===== config.mk =====
export PLATFORM = sky130hd
export DESIGN_NAME = rgb_frame_gate_scheduler_flat
export DESIGN_NICKNAME = d
export VERILOG_FILES = /design/src/rtl/rgb_frame_gate_scheduler_if.sv /design/src/rtl/rgb_frame_gate_scheduler.sv /design/src/flat_wrapper.sv
export SDC_FILE = /design/constraint.sdc
export NUM_CORES = 1
export LEC_CHECK = 0
export ABC_AREA = 1
export ABC_CLOCK_PERIOD_IN_PS = 2100
export BUFFER_PORTS_ARGS = -buffer_cell sky130_fd_sc_hd__buf_2
export CORE_UTILIZATION = 57
export DETAILED_ROUTE_END_ITERATION = 7
export PLACE_DENSITY = 0.72
export SYNTH_ARGS = -nofsm -noshare
export SYNTH_HDL_FRONTEND = slang
export SYNTH_SLANG_ARGS = --single-unit

===== constraint.sdc =====
create_clock -name clk -period 2.1 [get_ports clk]
set_clock_uncertainty 0.1 [all_clocks]
set_input_delay 0.42 -clock clk [delete_from_list [all_inputs] [get_ports clk]]
set_output_delay 0.42 -clock clk [all_outputs]
set_load 0.02 [all_outputs]

===== src/rtl/rgb_frame_gate_scheduler_if.sv =====
// ---------------------------------------------------------------------------
// rgb_frame_gate_scheduler_if
//
// Bundles the switch inputs, the frame pulse and the channel-gate outputs of
// rgb_frame_gate_scheduler.
//
//   sw_r/sw_g/sw_b  raw manual channel switches (asynchronous)
//   sw_auto         raw auto-test-mode switch (asynchronous)
//   frame_start     single-cycle pulse at the start of vertical blanking
//   en_r/en_g/en_b  registered channel enables toward the RGB output stage
//   auto_active     registered, high while an auto test state is active
//
// master: the side that drives switches/frame_start and observes enables.
// slave : the scheduler itself.
// ---------------------------------------------------------------------------
interface rgb_frame_gate_scheduler_if;
    logic sw_r;
    logic sw_g;
    logic sw_b;
    logic sw_auto;
    logic frame_start;
    logic en_r;
    logic en_g;
    logic en_b;
    logic auto_active;

    modport master (
        output sw_r, sw_g, sw_b, sw_auto, frame_start,
        input  en_r, en_g, en_b, auto_active
    );

    modport slave (
        input  sw_r, sw_g, sw_b, sw_auto, frame_start,
        output en_r, en_g, en_b, auto_active
    );
endinterface


===== src/rtl/rgb_frame_gate_scheduler.sv =====
// ---------------------------------------------------------------------------
// rgb_frame_gate_scheduler
//
// Produces the per-channel enables that gate the R/G/B pixel buses. The raw
// switches are synchronized and debounced; channel changes are only applied
// on a frame_start pulse so no colour plane toggles mid-frame. An auto test
// mode steps R -> G -> B -> W, holding each for CYCLE_FRAMES frames.
//
// Parameters
//   DEBOUNCE_CYCLES  stable cycles needed to accept a switch change (>=1)
//   CYCLE_FRAMES     frames each auto step is held (>=1)
// Ports
//   clk      rising-edge clock for all logic
//   reset_n  asynchronous active-low reset
//   bus      slave side of rgb_frame_gate_scheduler_if (switches,
//            frame_start in; en_r/en_g/en_b, auto_active out)
// ---------------------------------------------------------------------------
module rgb_frame_gate_scheduler #(
    parameter int DEBOUNCE_CYCLES = 1_000_000,
    parameter int CYCLE_FRAMES    = 60
) (
    input  logic                        clk,
    input  logic                        reset_n,
    rgb_frame_gate_scheduler_if.slave   bus
);

    localparam int CNT_W = $clog2(DEBOUNCE_CYCLES + 1);
    localparam int FC_W  = (CYCLE_FRAMES > 1) ? $clog2(CYCLE_FRAMES) : 1;

    localparam logic [CNT_W-1:0] CNT_LAST = CNT_W'(DEBOUNCE_CYCLES - 1);
    localparam logic [FC_W-1:0]  FC_LAST  = FC_W'(CYCLE_FRAMES - 1);

    // Switch index map: 0 = r, 1 = g, 2 = b, 3 = auto
    localparam int IDX_R    = 0;
    localparam int IDX_G    = 1;
    localparam int IDX_B    = 2;
    localparam int IDX_AUTO = 3;

    logic [3:0] raw;
    logic [3:0] deb;

    assign raw = {bus.sw_auto, bus.sw_b, bus.sw_g, bus.sw_r};

    // -----------------------------------------------------------------------
    // Per-switch 2-flop synchronizer followed by an independent debouncer.
    // The counter only runs while the synchronized value disagrees with the
    // accepted value; any return to the accepted value clears it.
    // -----------------------------------------------------------------------
    genvar gi;
    generate
        for (gi = 0; gi < 4; gi++) begin : g_sw
            logic             sync1_reg;
            logic             sync2_reg;
            logic             deb_reg;
            logic [CNT_W-1:0] cnt_reg;

            always_ff @(posedge clk or negedge reset_n) begin
                if (!reset_n) begin
                    sync1_reg <= 1'b0;
                    sync2_reg <= 1'b0;
                    deb_reg   <= 1'b0;
                    cnt_reg   <= '0;
                end else begin
                    sync1_reg <= raw[gi];
                    sync2_reg <= sync1_reg;
                    if (sync2_reg == deb_reg) begin
                        cnt_reg <= '0;
                    end else if (cnt_reg == CNT_LAST) begin
                        deb_reg <= sync2_reg;
                        cnt_reg <= '0;
                    end else begin
                        cnt_reg <= cnt_reg + CNT_W'(1);
                    end
                end
            end

            assign deb[gi] = deb_reg;
        end
    endgenerate

    // -----------------------------------------------------------------------
    // Frame-aligned mode FSM
    // -----------------------------------------------------------------------
    typedef enum logic [2:0] {
        ST_MANUAL = 3'd0,
        ST_AUTO_R = 3'd1,
        ST_AUTO_G = 3'd2,
        ST_AUTO_B = 3'd3,
        ST_AUTO_W = 3'd4
    } state_t;

    state_t          state_reg,       state_next;
    logic [FC_W-1:0] frame_cnt_reg,   frame_cnt_next;
    logic [2:0]      en_reg,          en_next;      // {r, g, b}
    logic            auto_active_reg, auto_active_next;

    always_ff @(posedge clk or negedge reset_n) begin
        if (!reset_n) begin
            state_reg       <= ST_MANUAL;
            frame_cnt_reg   <= '0;
            en_reg          <= 3'b000;
            auto_active_reg <= 1'b0;
        end else begin
            state_reg       <= state_next;
            frame_cnt_reg   <= frame_cnt_next;
            en_reg          <= en_next;
            auto_active_reg <= auto_active_next;
        end
    end

    always_comb begin
        state_next       = state_reg;
        frame_cnt_next   = frame_cnt_reg;
        en_next          = en_reg;
        auto_active_next = auto_active_reg;

        if (bus.frame_start) begin
            case (state_reg)
                ST_MANUAL: begin
                    if (deb[IDX_AUTO]) begin
                        state_next     = ST_AUTO_R;
                        frame_cnt_next = '0;
                    end
                end
                default: begin
                    if (!deb[IDX_AUTO]) begin
                        state_next     = ST_MANUAL;
                        frame_cnt_next = '0;
                    end else if (frame_cnt_reg == FC_LAST) begin
                        frame_cnt_next = '0;
                        case (state_reg)
                            ST_AUTO_R: state_next = ST_AUTO_G;
                            ST_AUTO_G: state_next = ST_AUTO_B;
                            ST_AUTO_B: state_next = ST_AUTO_W;
                            default:   state_next = ST_AUTO_R;
                        endcase
                    end else begin
                        frame_cnt_next = frame_cnt_reg + FC_W'(1);
                    end
                end
            endcase

            // Enables follow the state being entered, so a mode switch and
            // the new channel pattern land on the same frame boundary.
            case (state_next)
                ST_AUTO_R: en_next = 3'b100;
                ST_AUTO_G: en_next = 3'b010;
                ST_AUTO_B: en_next = 3'b001;
                ST_AUTO_W: en_next = 3'b111;
                default:   en_next = {deb[IDX_R], deb[IDX_G], deb[IDX_B]};
            endcase
            auto_active_next = (state_next != ST_MANUAL);
        end
    end

    assign bus.en_r        = en_reg[2];
    assign bus.en_g        = en_reg[1];
    assign bus.en_b        = en_reg[0];
    assign bus.auto_active = auto_active_reg;

endmodule


===== src/flat_wrapper.sv =====
// flat-port wrapper written by rule: the top's interface ports become plain ports
module rgb_frame_gate_scheduler_flat 
#(
    parameter int DEBOUNCE_CYCLES = 1_000_000,
    parameter int CYCLE_FRAMES    = 60
)
  (clk, reset_n, bus_sw_r, bus_sw_g, bus_sw_b, bus_sw_auto, bus_frame_start, bus_en_r, bus_en_g, bus_en_b, bus_auto_active);
  rgb_frame_gate_scheduler_if bus_i ();
  input  logic clk;
  input  logic reset_n;
  input wire logic [$bits(bus_i.sw_r)-1:0] bus_sw_r;
  input wire logic [$bits(bus_i.sw_g)-1:0] bus_sw_g;
  input wire logic [$bits(bus_i.sw_b)-1:0] bus_sw_b;
  input wire logic [$bits(bus_i.sw_auto)-1:0] bus_sw_auto;
  input wire logic [$bits(bus_i.frame_start)-1:0] bus_frame_start;
  output wire logic [$bits(bus_i.en_r)-1:0] bus_en_r;
  output wire logic [$bits(bus_i.en_g)-1:0] bus_en_g;
  output wire logic [$bits(bus_i.en_b)-1:0] bus_en_b;
  output wire logic [$bits(bus_i.auto_active)-1:0] bus_auto_active;
  assign bus_i.sw_r = bus_sw_r;
  assign bus_i.sw_g = bus_sw_g;
  assign bus_i.sw_b = bus_sw_b;
  assign bus_i.sw_auto = bus_sw_auto;
  assign bus_i.frame_start = bus_frame_start;
  assign bus_en_r = bus_i.en_r;
  assign bus_en_g = bus_i.en_g;
  assign bus_en_b = bus_i.en_b;
  assign bus_auto_active = bus_i.auto_active;
  rgb_frame_gate_scheduler #(.DEBOUNCE_CYCLES(DEBOUNCE_CYCLES), .CYCLE_FRAMES(CYCLE_FRAMES)) u_core (.clk(clk), .reset_n(reset_n), .bus(bus_i));
endmodule

==> impl_metrics.ini <==
[timing]
hold_viol_final = 0
tightest_slew_ns = 0.5546
fin_crit_sh_pct = 91.59
setup_viol = 0
rsz0062_at_grt = false
max_freq_mhz = 519.9
fin_tns_setup_ns = 0
slew_headroom_pct = 63.03
slew_violations = 0
layout_min_cycle_time_ns = 1.923

[routing]
vias_per_cell = 5.207
dr.first_iter.drc_count = 170
drc = 0
dr_total_vias = 4098
first_pass_iters = 4
drtAntennaViolNets = 0
drt-total-wl_mm = 9.581
wl_per_cell_um = 12.17

[grt]
grt_util_all_layers_pct = 21.82
antenna_found_initial = 0
grt_pass1_vias = 3870
grt_max_degree = 43
grt_pass1_wl_mm = 17.31
overflow = 0

[synth]
synth.net_count = 659
synth_top_area_share_pct = 48.77
synth_cells = 647
ys_seq_area_share_pct = 48.77
syn_avg_cell_area_um2 = 8.327
synth_area_leaders = dfrtp_1 (49%), nand2_1 (7.9%), nor2_1 (7.8%)
synth_seq_cells = 105
ys_warn_count = 0
synth_top_area_cell = dfrtp_1
yosysUniqueCellTypes = 36
synth.cell_area_um2 = 5388

[place]
place_area_um2 = 5634
portBuffers = 10
gp_congestion = 0.8886
dp_hpwl_mm = 7.109

[pwr]
p_leak_nw = 2.720
p_switching_w = 0.0007932
p_per_area_nw_per_um2 = 631.7
power_w = 0.003718
swShare_pct = 21.33
comb_power_share_pct = 4.5
p_seq_share_pct = 55.9
vdd_ir_drop_max_v = 0.0005499
intPower_w = 0.002925
power_frac_clock_pct = 39.6

[floorplan]
die_area_um2 = 9845
die_h_um = 99.22
io_pins = 11
die_x_um = 99.22
coreArea_um2 = 9196
fp-row-count = 35
start_util_pct = 58.59

[clock_network]
clkLatencyLatePin_ns = 0.36
cts_tree = built
clkTransAtPathRegs_ns = 0.09
htree_num_levels = 3
numCtsBuffers = 9
clk_path_buf_depth = 2
post-cts-setup-buffer-count = 0
clock_sinks = 105
root_buffer = clkbuf_8

[worst_setup_path]
worstPathRequired_ns = 2.26
path_class = reg -> reg
reg2reg_from = u_core.g_sw[0].cnt_reg[0]
cp-endpoint = u_core.g_sw[0].cnt_reg[19]
cp_common_cell = inv_1
startpoint_type = register
slowest_stage = dfrtp_1
regToRegEndpoint = u_core.g_sw[0].cnt_reg[19]
slowest_delay_ns = 0.40
worstSetupPathDepth = 8
cp_top_family = simple AND/OR/NAND/NOR gates
cp_max_fo = 11
cp.arrival_ns = 2.08
path_cells = ha_1 > inv_1 > nor4_1 > nand4_1 > nand2_2 > inv_1 > nand2_1 > nor2_1
end_kind = register
r2r_slack_ns = 0.18
r2r_cells = 8
critPathBufInv = 2
worstSetupStartpoint = u_core.g_sw[0].cnt_reg[0]

[cells_and_area]
synthToLayoutAreaGrowth_pct = 9.243
drive_gt1_share_pct = 9.763
largest_register_ffs = 80
diodes = 0
final_nets = 684
stdcell_area_um2 = 5886
fillers = 774

[outcome]
status = finished clean

[flow_run]
maxCapViolations = 0

[min_path]
hold_path.class = in -> reg
hold_path_depth = 1
hold_start = bus_sw_g
-- per-layer routing --
metal  GRT usage, %  share of wire, %  vias to the layer above
li1               -                 -                     2126
met1          30.61                50                     1889
met2          34.67                45                       74
met3          4.427               3.8                        9
met4          6.222               1.1                        0
met5              0                 0                        -
-- power by group through the flow --
stage	logic [W]	registers, W	clock network, W
6_report	0.000168	0.00208	0.00147
4_1_cts	0.000174	0.00208	0.00152
2_1_floorplan	0.0000792	0.00212	0
3_5_place_dp	0.000171	0.00212	0
3_3_place_gp	0.000168	0.00212	0
5_1_grt	0.000196	0.00208	0.00158
-- layout by cell type, fill, tap and decap left out, types with 3 or more instances in the layout --
| master | instances |
|---|---|
| bufinv_16 | 3 |
| nand3_2 | 3 |
| a21oi_1 | 14 |
| nand3_1 | 35 |
| inv_1 | 92 |
| clkbuf_8 | 10 |
| nor4_1 | 9 |
| o21ai_0 | 16 |
| nand2_2 | 4 |
| buf_2 | 9 |
| nand2_1 | 113 |
| or2_2 | 4 |
| ha_1 | 5 |
| nor3b_1 | 14 |
| xnor2_1 | 11 |
| xor2_1 | 28 |
| dfrtp_1 | 105 |
| nand4_1 | 19 |
| nor2_1 | 112 |
| nor3_2 | 7 |
| buf_4 | 7 |
| nor3_1 | 28 |
| nor2_2 | 3 |
| nand4_2 | 3 |
-- worst register-to-register path, stage by stage (launching register included) --
cell and delay, ns:
dfrtp_1 0.40, ha_1 0.24, inv_1 0.07, nor4_1 0.31, nand4_1 0.22, nand2_2 0.26
inv_1 0.10, nand2_1 0.08, nor2_1 0.04
-- through the flow --
stage / worst slack (ns) / hold slack, ns / utilization [%] / std cells
final: 0.1767 / 0.05618 / 64.00 / 787
after global routing: 0.008927 / 0.03047 / 64.00 / 787
after CTS: 0.1730 / 0.03692 / 64.00 / 787
after detailed placement: 0.1924 / 0.2347 / 61.27 / 771
after global placement: 0.2766 / 0.2337 / 61.27 / 771
after floorplan: 0.4422 / 0.02441 / - / 647
-- area by class of cell --
class / count / area [µm²] / area share, %
Clock buffer: 10 / 137.6 / 2.338
Clock inverter: 5 / 103.9 / 1.764
Inverter: 93 / 349.1 / 5.931
Multi-Input combinational cell: 444 / 2381 / 40.45
Sequential cell: 105 / 2628 / 44.64
Tap cell: 111 / 138.9 / 2.360
Timing Repair Buffer: 19 / 147.6 / 2.509
-- timing repair --
item | 4_1_cts | 5_1_grt
hold buffers | 1 | 0
hold endpoints to repair | 38 | 0
resized for setup | 0 | 0
-- worst min-delay path by stage --
| stage | endpoint | slack, ns |
|---|---|---|
| finish | u_core.g_sw[1].sync1_reg | 0.06 |
| global route | u_core.g_sw[1].sync1_reg | 0.03 |
| CTS | u_core.g_sw[1].sync1_reg | 0.04 |
| detailed placement | u_core.g_sw[0].sync2_reg | 0.23 |
| global placement | u_core.g_sw[2].sync2_reg | 0.23 |
| floorplan | u_core.bus.auto_active | 0.02 |
-- cell families (layout without fill, tap and decap cells) --
family                   after synthesis  in the layout  share of synthesized area (%)
flip-flops                           105            105                          48.77
adder cells (fa/ha/maj)                5              5                          1.161
AND/OR/NAND/NOR                      363            363                          33.02
XOR/XNOR                              39             39                          6.340
buffers and inverters                 98            127                          7.036
AO/OA/AOI/OAI                         37             37                          3.669
-- synthesized netlist by cell type, drive strengths merged --
master,number
nand2,117
nor2,117
dfrtp,105
inv,93
nand3,39
nor3,37
xor2,28
nand4,22
o21ai,18
nor3b,15
a21oi,14
xnor2,11
nor4,10
ha,5
buf,4
or2,4
a31oi,2
a211oi,1
a32o,1
and3,1
clkbuf,1
nand3b,1
o21a,1
Power figures use the tool's default switching activity.
